**src/rtl/fabric_ci_pkg.sv**
```systemverilog
// Shared types for the CPU<->fabric custom-instruction port.
package fabric_ci_pkg;
  localparam int BITS_PER_ROW = 4;

  typedef enum logic [1:0] {
    IDLE,
    WAIT_MIN,
    WAIT_DONE,
    RESP
  } state_t;
endpackage

```
**src/rtl/cpu_fabric_ci_port_ci_cycle_counter.sv**
```systemverilog
// Loadable up-counter that parks on its terminal value instead of wrapping.
module ci_cycle_counter #(
  parameter int W = 4
) (
  input  logic         clk,
  input  logic         rst,
  input  logic         load,
  input  logic [W-1:0] load_val,
  input  logic         en,
  input  logic [W-1:0] term_val,
  output logic [W-1:0] count,
  output logic         at_term
);
  logic [W-1:0] count_reg;

  assign count   = count_reg;
  assign at_term = (count_reg == term_val);

  always_ff @(posedge clk or posedge rst) begin
    if (rst) begin
      count_reg <= '0;
    end else if (load) begin
      count_reg <= load_val;
    end else if (en && !at_term) begin
      count_reg <= count_reg + W'(1);
    end
  end
endmodule

```
**src/rtl/cpu_fabric_ci_port.sv**
```systemverilog
// CPU-side end of the west-edge I/O column: drives operands to the fabric, waits
// for a fixed latency or a done flag (with timeout), and returns RES0..RES2.
module cpu_fabric_ci_port
  import fabric_ci_pkg::*;
#(
  parameter int NumRows        = 8,
  parameter int TIMEOUT_CYCLES = 255,
  parameter int LAT_W          = 4
) (
  input  logic                           UserCLK,
  input  logic                           reset,
  input  logic                           ci_valid,
  output logic                           ci_ready,
  input  logic [BITS_PER_ROW*NumRows-1:0] ci_rs1,
  input  logic [BITS_PER_ROW*NumRows-1:0] ci_rs2,
  input  logic                           cfg_mode,
  input  logic [LAT_W-1:0]               cfg_latency,
  output logic                           rsp_valid,
  input  logic                           rsp_ready,
  output logic [BITS_PER_ROW*NumRows-1:0] rsp_data,
  output logic [BITS_PER_ROW*NumRows-1:0] rsp_data_hi,
  output logic [BITS_PER_ROW*NumRows-1:0] rsp_flags,
  output logic                           rsp_timeout,
  output logic [BITS_PER_ROW*NumRows-1:0] OPA,
  output logic [BITS_PER_ROW*NumRows-1:0] OPB,
  input  logic [BITS_PER_ROW*NumRows-1:0] RES0,
  input  logic [BITS_PER_ROW*NumRows-1:0] RES1,
  input  logic [BITS_PER_ROW*NumRows-1:0] RES2
);
  localparam int BUS_W  = BITS_PER_ROW * NumRows;
  localparam int CNT_W  = LAT_W + 1;
  localparam int TCNT_W = $clog2(TIMEOUT_CYCLES + 1);

  state_t             state_reg;
  logic               mode_reg;
  logic [CNT_W-1:0]   lat_reg;
  logic [BUS_W-1:0]   opa_reg, opb_reg;
  logic [BUS_W-1:0]   res0_reg, res1_reg, res2_reg;
  logic               timeout_reg;

  logic               accept, done, min_hit;
  logic [CNT_W-1:0]   cnt_value;
  logic [TCNT_W-1:0]  tcnt_value;
  logic               cnt_at_term, tcnt_at_term;

  assign accept  = ci_valid && (state_reg == IDLE);
  assign done    = RES2[0];
  assign min_hit = (state_reg == WAIT_MIN) && cnt_at_term;

  // cnt starts at 1 on the accept edge so completion lands exactly L edges later.
  ci_cycle_counter #(.W(CNT_W)) u_cnt (
    .clk      (UserCLK),
    .rst      (reset),
    .load     (accept),
    .load_val (CNT_W'(1)),
    .en       (state_reg == WAIT_MIN),
    .term_val (lat_reg),
    .count    (cnt_value),
    .at_term  (cnt_at_term)
  );

  // Terminal is one below the limit: tcnt is 0 on the first WAIT_DONE cycle.
  ci_cycle_counter #(.W(TCNT_W)) u_tcnt (
    .clk      (UserCLK),
    .rst      (reset),
    .load     (min_hit),
    .load_val ('0),
    .en       (state_reg == WAIT_DONE),
    .term_val (TCNT_W'(TIMEOUT_CYCLES - 1)),
    .count    (tcnt_value),
    .at_term  (tcnt_at_term)
  );

  always_ff @(posedge UserCLK or posedge reset) begin
    if (reset) begin
      state_reg   <= IDLE;
      mode_reg    <= 1'b0;
      lat_reg     <= '0;
      opa_reg     <= '0;
      opb_reg     <= '0;
      res0_reg    <= '0;
      res1_reg    <= '0;
      res2_reg    <= '0;
      timeout_reg <= 1'b0;
    end else begin
      case (state_reg)
        IDLE: begin
          if (ci_valid) begin
            opa_reg   <= ci_rs1;
            opb_reg   <= ci_rs2;
            mode_reg  <= cfg_mode;
            lat_reg   <= (cfg_latency == '0) ? CNT_W'(1) : {1'b0, cfg_latency};
            state_reg <= WAIT_MIN;
          end
        end
        WAIT_MIN: begin
          if (cnt_at_term) begin
            if (!mode_reg || done) begin
              res0_reg    <= RES0;
              res1_reg    <= RES1;
              res2_reg    <= RES2;
              timeout_reg <= 1'b0;
              state_reg   <= RESP;
            end else begin
              state_reg <= WAIT_DONE;
            end
          end
        end
        WAIT_DONE: begin
          // A done flag on the terminal cycle still counts as a normal completion.
          if (done || tcnt_at_term) begin
            res0_reg    <= RES0;
            res1_reg    <= RES1;
            res2_reg    <= RES2;
            timeout_reg <= !done;
            state_reg   <= RESP;
          end
        end
        RESP: begin
          if (rsp_ready) begin
            timeout_reg <= 1'b0;
            state_reg   <= IDLE;
          end
        end
        default: state_reg <= IDLE;
      endcase
    end
  end

  assign ci_ready    = (state_reg == IDLE);
  assign rsp_valid   = (state_reg == RESP);
  assign rsp_data    = res0_reg;
  assign rsp_data_hi = res1_reg;
  assign rsp_flags   = res2_reg;
  assign rsp_timeout = timeout_reg;

  for (genvar gi = 0; gi < NumRows; gi++) begin : g_row
    assign OPA[gi*BITS_PER_ROW +: BITS_PER_ROW] = opa_reg[gi*BITS_PER_ROW +: BITS_PER_ROW];
    assign OPB[gi*BITS_PER_ROW +: BITS_PER_ROW] = opb_reg[gi*BITS_PER_ROW +: BITS_PER_ROW];
  end
endmodule
```
**config.mk**
```make
export PLATFORM = sky130hd
export DESIGN_NAME = cpu_fabric_ci_port
export DESIGN_NICKNAME = d
export VERILOG_FILES = /design/src/rtl/fabric_ci_pkg.sv /design/src/rtl/cpu_fabric_ci_port_ci_cycle_counter.sv /design/src/rtl/cpu_fabric_ci_port.sv
export SDC_FILE = /design/constraint.sdc
export NUM_CORES = 1
export LEC_CHECK = 0
export CAP_MARGIN = 20
export CORE_MARGIN = 2
export CORE_UTILIZATION = 36
export CTS_CLUSTER_DIAMETER = 150
export DETAILED_ROUTE_END_ITERATION = 6
export GPL_TIMING_DRIVEN = 0
export PLACE_DENSITY_LB_ADDON = 0.25
export SLEW_MARGIN = 0
export SYNTH_ARGS = -nofsm -noshare
export SYNTH_HDL_FRONTEND = slang
export SYNTH_SLANG_ARGS = --single-unit
```
**constraint.sdc**
```tcl
create_clock -name UserCLK -period 7.7 [get_ports UserCLK]
set_input_delay 1.54 -clock UserCLK [delete_from_list [all_inputs] [get_ports UserCLK]]
set_output_delay 1.54 -clock UserCLK [all_outputs]
set_load 0.005 [all_outputs]
```
==> results.py, run 1 <==
metrics = {
    "outcome": {
        "outcome": "finished, final reports clean",
    },
    "logic_synthesis": {
        "synth_edf_count": 0,
        "synth_area_mm2": 0.00731,
        "synth-simple-area-share_pct": 2.95,
        "ys_seq_area_share_pct": 62.0,
        "synth-xor-area-share_pct": 1.68,
        "synthTopCellsByArea": "dfrtp_1 (62%), mux2_2 (18%), mux2_4 (10%)",
        "synth_nets": 636,
        "synthTopCellsByCount": "dfrtp_1 (181), mux2_2 (114), mux2_4 (50)",
        "synth_compound_area_share_pct": 2.07,
        "postSynthCellCount": 459,
        "synth-adder-area-share_pct": 1.37,
        "synth.most_common_cell": "dfrtp_1",
        "netlist.area_leader.share_pct": 62.0,
        "synth_area_leader_cell": "dfrtp_1",
        "ys_warn_count": 0,
        "ys_seq_elements": 181,
        "synth-main-ff-cell": "dfrtp_1",
        "synthMuxAreaShare_pct": 28.0,
        "synth_cell_type_count": 32,
        "async_reset_ff_share_pct": 100,
        "synth.avg_cell_area_um2": 15.9,
        "synth_top_family_by_area": "multiplexers",
    },
    "drt": {
        "wirelength_um": 20000,
        "dr_wl_met2_um": 10400,
        "routedWlPerCell_um": 18.3,
        "routed.top_layer": "met4",
        "met3_length_um": 1320,
        "wl_met1_um": 7710,
        "drt_iter0_drc": 140,
        "first_pass_iters": 4,
        "via_per_inst": 4.63,
        "vias": 5068,
        "drc": 0,
        "ant_nets": 0,
    },
    "layout": {
        "num-nets-final": 987,
        "final_layout_size_suffix_gt1_share_pct": 25.5,
        "finalNonFillerCells": 1094,
        "syn_to_final_growth_pct": 58.4,
        "utilization_pct": 57.6,
    },
    "global_route": {
        "grt_pass1_wl_um": 31400,
        "grt_usage_pct": 18.9,
        "antenna_found_initial": 1,
        "grt-ovfl-total": 0,
        "grt_start_max_net_pins": 105,
        "grt_pass1_vias": 5644,
    },
    "floorplanning": {
        "chipWidth_um": 146,
        "io_pins": 332,
        "start_util_pct": 36.3,
        "num_rows": 52,
        "die_area_mm2": 0.0215,
        "core_mm2": 0.0201,
        "die_h_um": 146,
    },
    "sta": {
        "max-slew-margin-rel_pct": 59.3,
        "setup_viol": 0,
        "maxSlewViolCount": 0,
        "finalCritPeriodShare_pct": 44.7,
        "fin_tns_setup_ns": 0,
        "fmax_mhz": 291,
        "tightest_slew_ns": 0.611,
        "skew_ns": 0.0181,
        "rsz0062_at_grt": "no",
        "hold_viol": 0,
        "period_needed_ns": 3.44,
    },
    "setup_path": {
        "r2r-start": "state_reg[0]$_DFFE_PP0P_",
        "reg2reg_depth": 8,
        "cp-start-kind": "flop",
        "timing_worst_setup_path_type": "flop to output pin",
        "crit_path_start": "state_reg[0]$_DFFE_PP0P_",
        "crit_fanout": 7,
        "crit_required_ns": 6.16,
        "arrival_ns": 1.90,
        "cp-end-kind": "output pin",
    },
    "power_and_ir_drop": {
        "p_int_mw": 3.48,
        "power.density_mw_per_mm2": 424,
        "p_seq_share_pct": 34.9,
        "combinationalPowerShare_pct": 47.4,
        "p_switching_mw": 1.44,
        "peakVddDrop_mv": 0.189,
        "p_clk_share_pct": 17.8,
        "switching_share_pct": 29.2,
        "leakagePower_nw": 5.00,
    },
    "place": {
        "gp_congestion": 0.852,
        "dp.cells": 1061,
        "port_buffers": 331,
        "dpl.hpwl_um": 15200,
    },
    "worst_hold_path": {
        "hold_class": "flop to flop",
        "hold_start": "OPB[7]$_DFFE_PP0P_",
        "min_path_cells": 1,
    },
    "clock_network": {
        "cts_tree": "yes",
        "cts_num_sinks": 181,
        "cts_buffer_depth": 2,
        "cts_made_buffers": 17,
        "cts.clk_slew.worst_paths_ns": 0.07,
        "cts_resized": 0,
        "cts-root-buf": "clkbuf_16",
        "h-tree-depth": 4,
        "holdBufCountCts": 0,
        "worstSkewPairLatency_ns": 0.42,
        "cts_setup_buffers": 0,
    },
    "flow_run": {
        "cap_violations": 0,
    },
}
==> final cells by class <==
class / count / area (um2)
Inverter: 7 / 33.8
Antenna cell: 1 / 2.50
Timing Repair Buffer: 332 / 3340
Fill cell: 1576 / 8530
Clock inverter: 13 / 149
Sequential cell: 181 / 4530
Multi-Input combinational cell: 253 / 2630
Clock buffer: 19 / 433
Tap cell: 270 / 338
Buffer: 18 / 118
==> worst max-delay path, cell delays in order, from the launching register on <==
cell and delay (ns):
dfrtp_1 0.41, inv_1 0.15, ha_1 0.34, clkdlybuf4s50_1 0.58
==> routing by layer <==
layer,vias to the layer above,track usage [%]
met2,193,32.5
met1,2533,21.9
met4,0,7.86
li1,2305,-
met3,37,6.00
met5,-,0
==> power groups by stage <==
stage / registers (mW) / clock network, mW / logic, mW
6_report: 1.71 / 0.872 / 2.33
3_3_place_gp: 1.70 / 0 / 2.29
3_5_place_dp: 1.72 / 0 / 2.35
4_1_cts: 1.72 / 0.895 / 2.36
5_1_grt: 1.78 / 0.934 / 2.48
2_1_floorplan: 1.73 / 0 / 1.09
==> worst paths after layout <==
check / to / slack, ns
max in group asynchronous: rsp_data[6]$_DFFE_PP0P_ / 5.23
worst min register to register: OPB[7]$_DFFE_PP0P_ / 0.50
worst min-delay path: OPB[7]$_DFFE_PP0P_ / 0.50
worst max-delay path: ci_ready / 4.26
min in group asynchronous: rsp_data_hi[11]$_DFFE_PP0P_ / 1.56
worst max register to register: rsp_data_hi[10]$_DFFE_PP0P_ / 5.24
==> through the flow <==
step	power (mW)	worst slack [ns]	hold slack [ns]	cell area (um2)
6_report	4.91	4.26	0.505	11600
5_1_grt	5.19	4.14	0.521	11600
4_1_cts	4.97	4.24	0.509	11600
3_5_place_dp	4.07	4.06	0.490	11000
3_3_place_gp	3.99	-0.875	0.476	11000
2_1_floorplan	2.81	1.24	0.469	7310
==> cell families (layout without fill, tap and decap cells) <==
| family | count (synthesis) | count (layout) |
|---|---|---|
| xor+xnor | 14 | 14 |
| mux | 165 | 165 |
| buf+inv | 25 | 389 |
| fa+ha+maj | 8 | 8 |
| compound gates | 24 | 24 |
| flops | 181 | 181 |
| other cells | 0 | 1 |
| simple gates | 42 | 42 |
==> layout by cell type (no fill, tap or decap), types with 2 or more instances in the layout <==
master / instances
nand2_1: 7
inv_6: 3
dfrtp_1: 181
nor2_1: 14
clkdlybuf4s50_1: 331
a211oi_1: 2
mux2_2: 114
ha_1: 8
clkinv_4: 3
nand2b_1: 2
o21ai_0: 6
xnor2_1: 8
nor3_1: 5
a21oi_1: 9
clkbuf_16: 17
clkinvlp_4: 2
clkbuf_1: 8
inv_1: 6
buf_1: 2
nand4_1: 4
buf_6: 6
a2bb2oi_1: 2
nor2b_1: 4
buf_2: 4
xor2_1: 6
inv_8: 2
mux2_4: 50
clkinv_2: 2
nor3_2: 2
bufinv_16: 2
Note: power is estimated with default switching activity, not from simulation.
==> run 2: changes to the inputs <==
==> constraint.sdc (replaced) <==
create_clock -name UserCLK -period 3.1 [get_ports UserCLK]
set_input_delay 0.62 -clock UserCLK [delete_from_list [all_inputs] [get_ports UserCLK]]
set_output_delay 0.62 -clock UserCLK [all_outputs]
set_load 0.005 [all_outputs]
==> run 2 against run 1 <==
Largest power group unchanged. Utilization grew 0.42 points. Via count shrank 0.75%. Wire length shrank 2.7%. Highest routed layer unchanged. Count of clock-buffer cells in the layout shrank 1. Sequential share of layout area shrank 0.28 points.
==> results.py, run 2 (synthesized netlist as in run 1, its figures left out) <==
metrics = {
    "sta": {
        "maxSlewViolCount": 0,
        "fmax_mhz": 398,
        "setup_viol": 0,
        "skew_ns": 0.0139,
        "hold_viol": 0,
        "fin_tns_setup_ns": 0,
        "period_needed_ns": 2.51,
        "rsz0062_at_grt": "no",
        "tightest_slew_ns": 0.614,
        "max-slew-margin-rel_pct": 59.1,
        "finalCritPeriodShare_pct": 81.0,
        "whs_ns": 0.504,
    },
    "global_route": {
        "grt-ovfl-total": 0,
        "grt_usage_pct": 18.6,
        "grt_pass1_vias": 5702,
        "grt_pass1_wl_um": 31200,
        "grt_start_max_net_pins": 43,
        "antenna_found_initial": 0,
    },
    "setup_path": {
        "cp-start-kind": "flop",
        "crit_required_ns": 2.48,
        "cp-end-kind": "output pin",
        "rrSetupSlack_ns": 0.69,
        "arrival_ns": 1.89,
        "crit_fanout": 7,
        "timing_worst_setup_path_type": "flop to output pin",
    },
    "flow_run": {
        "cap_violations": 0,
    },
    "floorplanning": {
        "num_rows": 52,
        "die_area_mm2": 0.0215,
        "io_pins": 332,
        "core_mm2": 0.0201,
        "chipWidth_um": 146,
        "start_util_pct": 36.3,
        "die_h_um": 146,
    },
    "place": {
        "gp_congestion": 0.779,
        "dpl.hpwl_um": 14900,
        "port_buffers": 331,
    },
    "layout": {
        "syn_to_final_growth_pct": 59.6,
        "layout_commonest_cell": "clkdlybuf4s50_1",
        "antenna-diode-count": 0,
        "n_fill_cell": 1560,
        "final_layout_size_suffix_gt1_share_pct": 25.8,
        "num-nets-final": 991,
        "seq_area_mm2": 0.00453,
        "final_cell_mix": "clkdlybuf4s50_1 (331), dfrtp_1 (181), mux2_2 (114)",
        "multi_input_area_mm2": 0.00263,
    },
    "clock_network": {
        "worstSkewPairLatency_ns": 0.43,
        "cts_num_sinks": 181,
        "cts_tree": "yes",
        "cts.clk_slew.worst_paths_ns": 0.07,
        "cts_setup_buffers": 0,
        "h-tree-depth": 4,
        "cts-root-buf": "clkbuf_16",
        "cts_buffer_depth": 2,
        "cts_made_buffers": 17,
        "holdBufCountCts": 0,
        "cts_resized": 0,
    },
    "drt": {
        "via_per_inst": 4.59,
        "routedWlPerCell_um": 17.8,
        "drt_iter0_drc": 167,
        "ant_nets": 0,
        "vias": 5030,
        "wirelength_um": 19400,
        "first_pass_iters": 4,
        "drc": 0,
    },
    "worst_hold_path": {
        "hold_class": "flop to flop",
    },
    "power_and_ir_drop": {
        "power.density_mw_per_mm2": 1050,
        "peakVddDrop_mv": 0.482,
        "leakagePower_nw": 5.03,
    },
    "outcome": {
        "outcome": "finished, final reports clean",
    },
}
run 2: cell types whose count changed in the layout (fill, tap and decap cells not counted), sizes merged:
cell      change
diode         -1
buf           +4
clkbuf        -1
clkinv        -4
clkinvlp      +2
bufinv        +1
run 2: area by class of cell:
class | instances | share of cell area (%)
clock buffers | 18 | 3.68
well taps | 270 | 2.90
clock inverters | 12 | 1.46
multi-input cells | 253 | 22.6
inverters | 7 | 0.258
plain buffers | 18 | 1.01
repair buffers | 336 | 29.3
flip-flops and latches | 181 | 38.8
run 2: path summary, 6_finish.rpt:
kind / startpoint / endpoint / cells after the start
worst max-delay path: state_reg[0]$_DFFE_PP0P_ / ci_ready / 3
worst min-delay path: rsp_flags[1]$_DFFE_PP0P_ / rsp_flags[1]$_DFFE_PP0P_ / 1
worst max register to register: u_tcnt.count[0]$_DFFE_PP0P_ / rsp_flags[18]$_DFFE_PP0P_ / 9
worst min register to register: rsp_flags[1]$_DFFE_PP0P_ / rsp_flags[1]$_DFFE_PP0P_ / 1
max in group asynchronous: reset / rsp_data[25]$_DFFE_PP0P_ / 5
min in group asynchronous: reset / rsp_data_hi[5]$_DFFE_PP0P_ / 2
run 2: metrics by stage:
stage | cell area (um2) | power, mW | util (%) | std cells | setup WS, ns
after floorplan | 7310 | 6.99 | - | 459 | 0.157
after global placement | 11000 | 9.90 | 54.5 | 1060 | -1.20
after detailed placement | 11100 | 10.1 | 55.0 | 1065 | 0.468
after CTS | 11700 | 12.4 | 58.0 | 1095 | 0.562
after global routing | 11700 | 13.0 | 58.0 | 1095 | 0.475
final | 11700 | 12.2 | 58.0 | 1095 | 0.589
run 2: critical path: stages, from the launching register on:
cell and delay (ns):
dfrtp_1 0.43, inv_1 0.14, ha_1 0.33, clkdlybuf4s50_1 0.58
run 2: layer usage:
layer	part of all wire, %	wire length, um	up-vias	track usage (%)
li1	-	-	2318	-
met1	38	7460	2493	21.3
met2	52	10200	187	32.6
met3	6.7	1300	32	5.56
met4	2.7	518	0	7.48
met5	0	0	-	0
run 2: report_power, final:
part           internal, mW  switching [mW]
clock network          1.28           0.952
registers              3.57           0.701
logic                  3.87            1.87
==> run 3: changes to the inputs <==
==> constraint.sdc (replaced) <==
create_clock -name UserCLK -period 2.35 [get_ports UserCLK]
set_input_delay 0.47 -clock UserCLK [delete_from_list [all_inputs] [get_ports UserCLK]]
set_output_delay 0.47 -clock UserCLK [all_outputs]
set_load 0.005 [all_outputs]
==> run 3 against run 2 <==
Worst setup slack got worse by 0.51 ns. Non-clock buffer count rose by 2. Sequential cell count did not move. Highest routed layer unchanged.
==> results.py, run 3 (synthesized netlist as in run 1, its figures left out) <==
metrics = {
    "clock_network": {
        "h-tree-depth": 4,
        "worstSkewPairLatency_ns": 0.43,
        "cts_num_sinks": 181,
        "cts_tree": "yes",
        "cts_made_buffers": 17,
        "cts_buffer_depth": 2,
        "cts.clk_slew.worst_paths_ns": 0.07,
        "holdBufCountCts": 0,
        "cts-root-buf": "clkbuf_16",
    },
    "floorplanning": {
        "die_h_um": 146,
        "start_util_pct": 36.3,
        "io_pins": 332,
        "die_area_mm2": 0.0215,
        "chipWidth_um": 146,
        "core_mm2": 0.0201,
        "num_rows": 52,
    },
    "power_and_ir_drop": {
        "peakVddDrop_mv": 0.635,
        "leakagePower_nw": 5.06,
        "power.density_mw_per_mm2": 1390,
    },
    "setup_path": {
        "arrival_ns": 1.81,
        "cp-end-kind": "output pin",
        "crit_fanout": 7,
        "timing_worst_setup_path_type": "flop to output pin",
        "cp-start-kind": "flop",
        "crit_required_ns": 1.88,
    },
    "sta": {
        "finalCritPeriodShare_pct": 96.8,
        "setup_viol": 0,
        "period_needed_ns": 2.28,
        "whs_ns": 0.442,
        "hold_viol": 0,
        "fmax_mhz": 440,
        "maxSlewViolCount": 0,
        "rsz0062_at_grt": "yes",
        "tightest_slew_ns": 0.556,
        "max-slew-margin-rel_pct": 62.9,
        "skew_ns": 0.0141,
    },
    "drt": {
        "ant_nets": 0,
        "wirelength_um": 19500,
        "routedWlPerCell_um": 17.7,
        "drt_iter0_drc": 169,
        "vias": 5065,
        "via_per_inst": 4.62,
        "drc": 0,
        "first_pass_iters": 6,
    },
    "global_route": {
        "grt_pass1_vias": 5707,
        "grt_start_max_net_pins": 43,
        "antenna_found_initial": 0,
        "grt-ovfl-total": 0,
        "grt_pass1_wl_um": 31300,
        "grt_usage_pct": 18.6,
    },
    "layout": {
        "syn_to_final_growth_pct": 60.4,
        "fin_area_mm2": 0.0117,
        "final_cell_mix": "clkdlybuf4s50_1 (331), dfrtp_1 (181), mux2_2 (114)",
        "seq_area_mm2": 0.00453,
        "num-nets-final": 993,
        "n_fill_cell": 1557,
        "antenna-diode-count": 0,
        "utilization_pct": 58.3,
        "final_layout_size_suffix_gt1_share_pct": 27.0,
        "multi_input_area_mm2": 0.00267,
        "layout_commonest_cell": "clkdlybuf4s50_1",
    },
    "place": {
        "port_buffers": 331,
        "placed_area_mm2": 0.0111,
        "dpl.hpwl_um": 14900,
        "gp_congestion": 0.779,
    },
    "flow_run": {
        "cap_violations": 0,
    },
    "worst_hold_path": {
        "hold_class": "primary input to async pin",
    },
    "outcome": {
        "outcome": "finished, final reports clean",
    },
}
-- run 3: cell types whose count changed in the layout (fill, tap and decap cells not counted), sizes merged --
cell	delta
clkbuf	+1
buf	+1
-- run 3: critical path, stage by stage (launching register included) --
cell	delay, ns
dfrtp_1	0.42
inv_1	0.14
ha_2	0.28
clkdlybuf4s50_1	0.55
-- run 3: stage by stage --
step / std cells / setup WS (ns) / TNS [ns] / total power [mW]
after floorplan: 459 / -0.443 / -80.11 / 9.22
after detailed placement: 1065 / -0.132 / -11.04 / 13.3
final: 1097 / 0.0749 / 0 / 16.3
after CTS: 1097 / 0.0384 / 0 / 16.4
after global routing: 1097 / -0.0213 / -0.0213 / 17.2
after global placement: 1060 / -1.80 / -328.88 / 13.1
-- run 3: power breakdown --
| group | total [mW] | internal [mW] | leakage, nW | switching (mW) |
|---|---|---|---|---|
| registers | 5.64 | 4.71 | 2.15 | 0.927 |
| logic | 7.68 | 5.17 | 2.62 | 2.51 |
| clock network | 2.94 | 1.69 | 0.283 | 1.25 |
| total | 16.3 | 11.6 | 5.06 | 4.69 |
-- run 3: area by class of cell --
cell class	instances	share of cell area, %
repair buffers	338	29.3
well taps	270	2.88
inverters	7	0.256
multi-input cells	253	22.8
clock buffers	18	3.66
plain buffers	18	1.06
flip-flops and latches	181	38.7
clock inverters	12	1.45
-- run 3: worst paths after layout --
kind,from,to,slack (ns),depth (start not counted)
setup / recovery,state_reg[0]$_DFFE_PP0P_,ci_ready,0.07,3
hold / removal,reset,rsp_data_hi[5]$_DFFE_PP0P_,0.44,2
max in group asynchronous,reset,rsp_data[25]$_DFFE_PP0P_,0.88,5
min in group UserCLK,rsp_flags[1]$_DFFE_PP0P_,rsp_flags[1]$_DFFE_PP0P_,0.50,1
hold reg to reg,rsp_flags[1]$_DFFE_PP0P_,rsp_flags[1]$_DFFE_PP0P_,0.50,1
setup reg to reg,u_tcnt.count[0]$_DFFE_PP0P_,rsp_flags[18]$_DFFE_PP0P_,0.13,10
-- run 3: timing repair --
| action | CTS | global route |
|---|---|---|
| endpoints found under the setup margin | 91 | 113 |
| buffers inserted | 2 | 0 |
| pin swaps | 1 | 0 |
| gates resized for setup | 3 | 13 |
-- run 3: metal layers --
layer	share of wire [%]	global-route usage, %	up-vias	wire [um]
met2	53	32.6	192	10200
met3	6.6	5.56	33	1280
met1	38	21.4	2521	7400
met5	0	0	-	0
met4	2.7	7.48	0	520
li1	-	-	2319	-
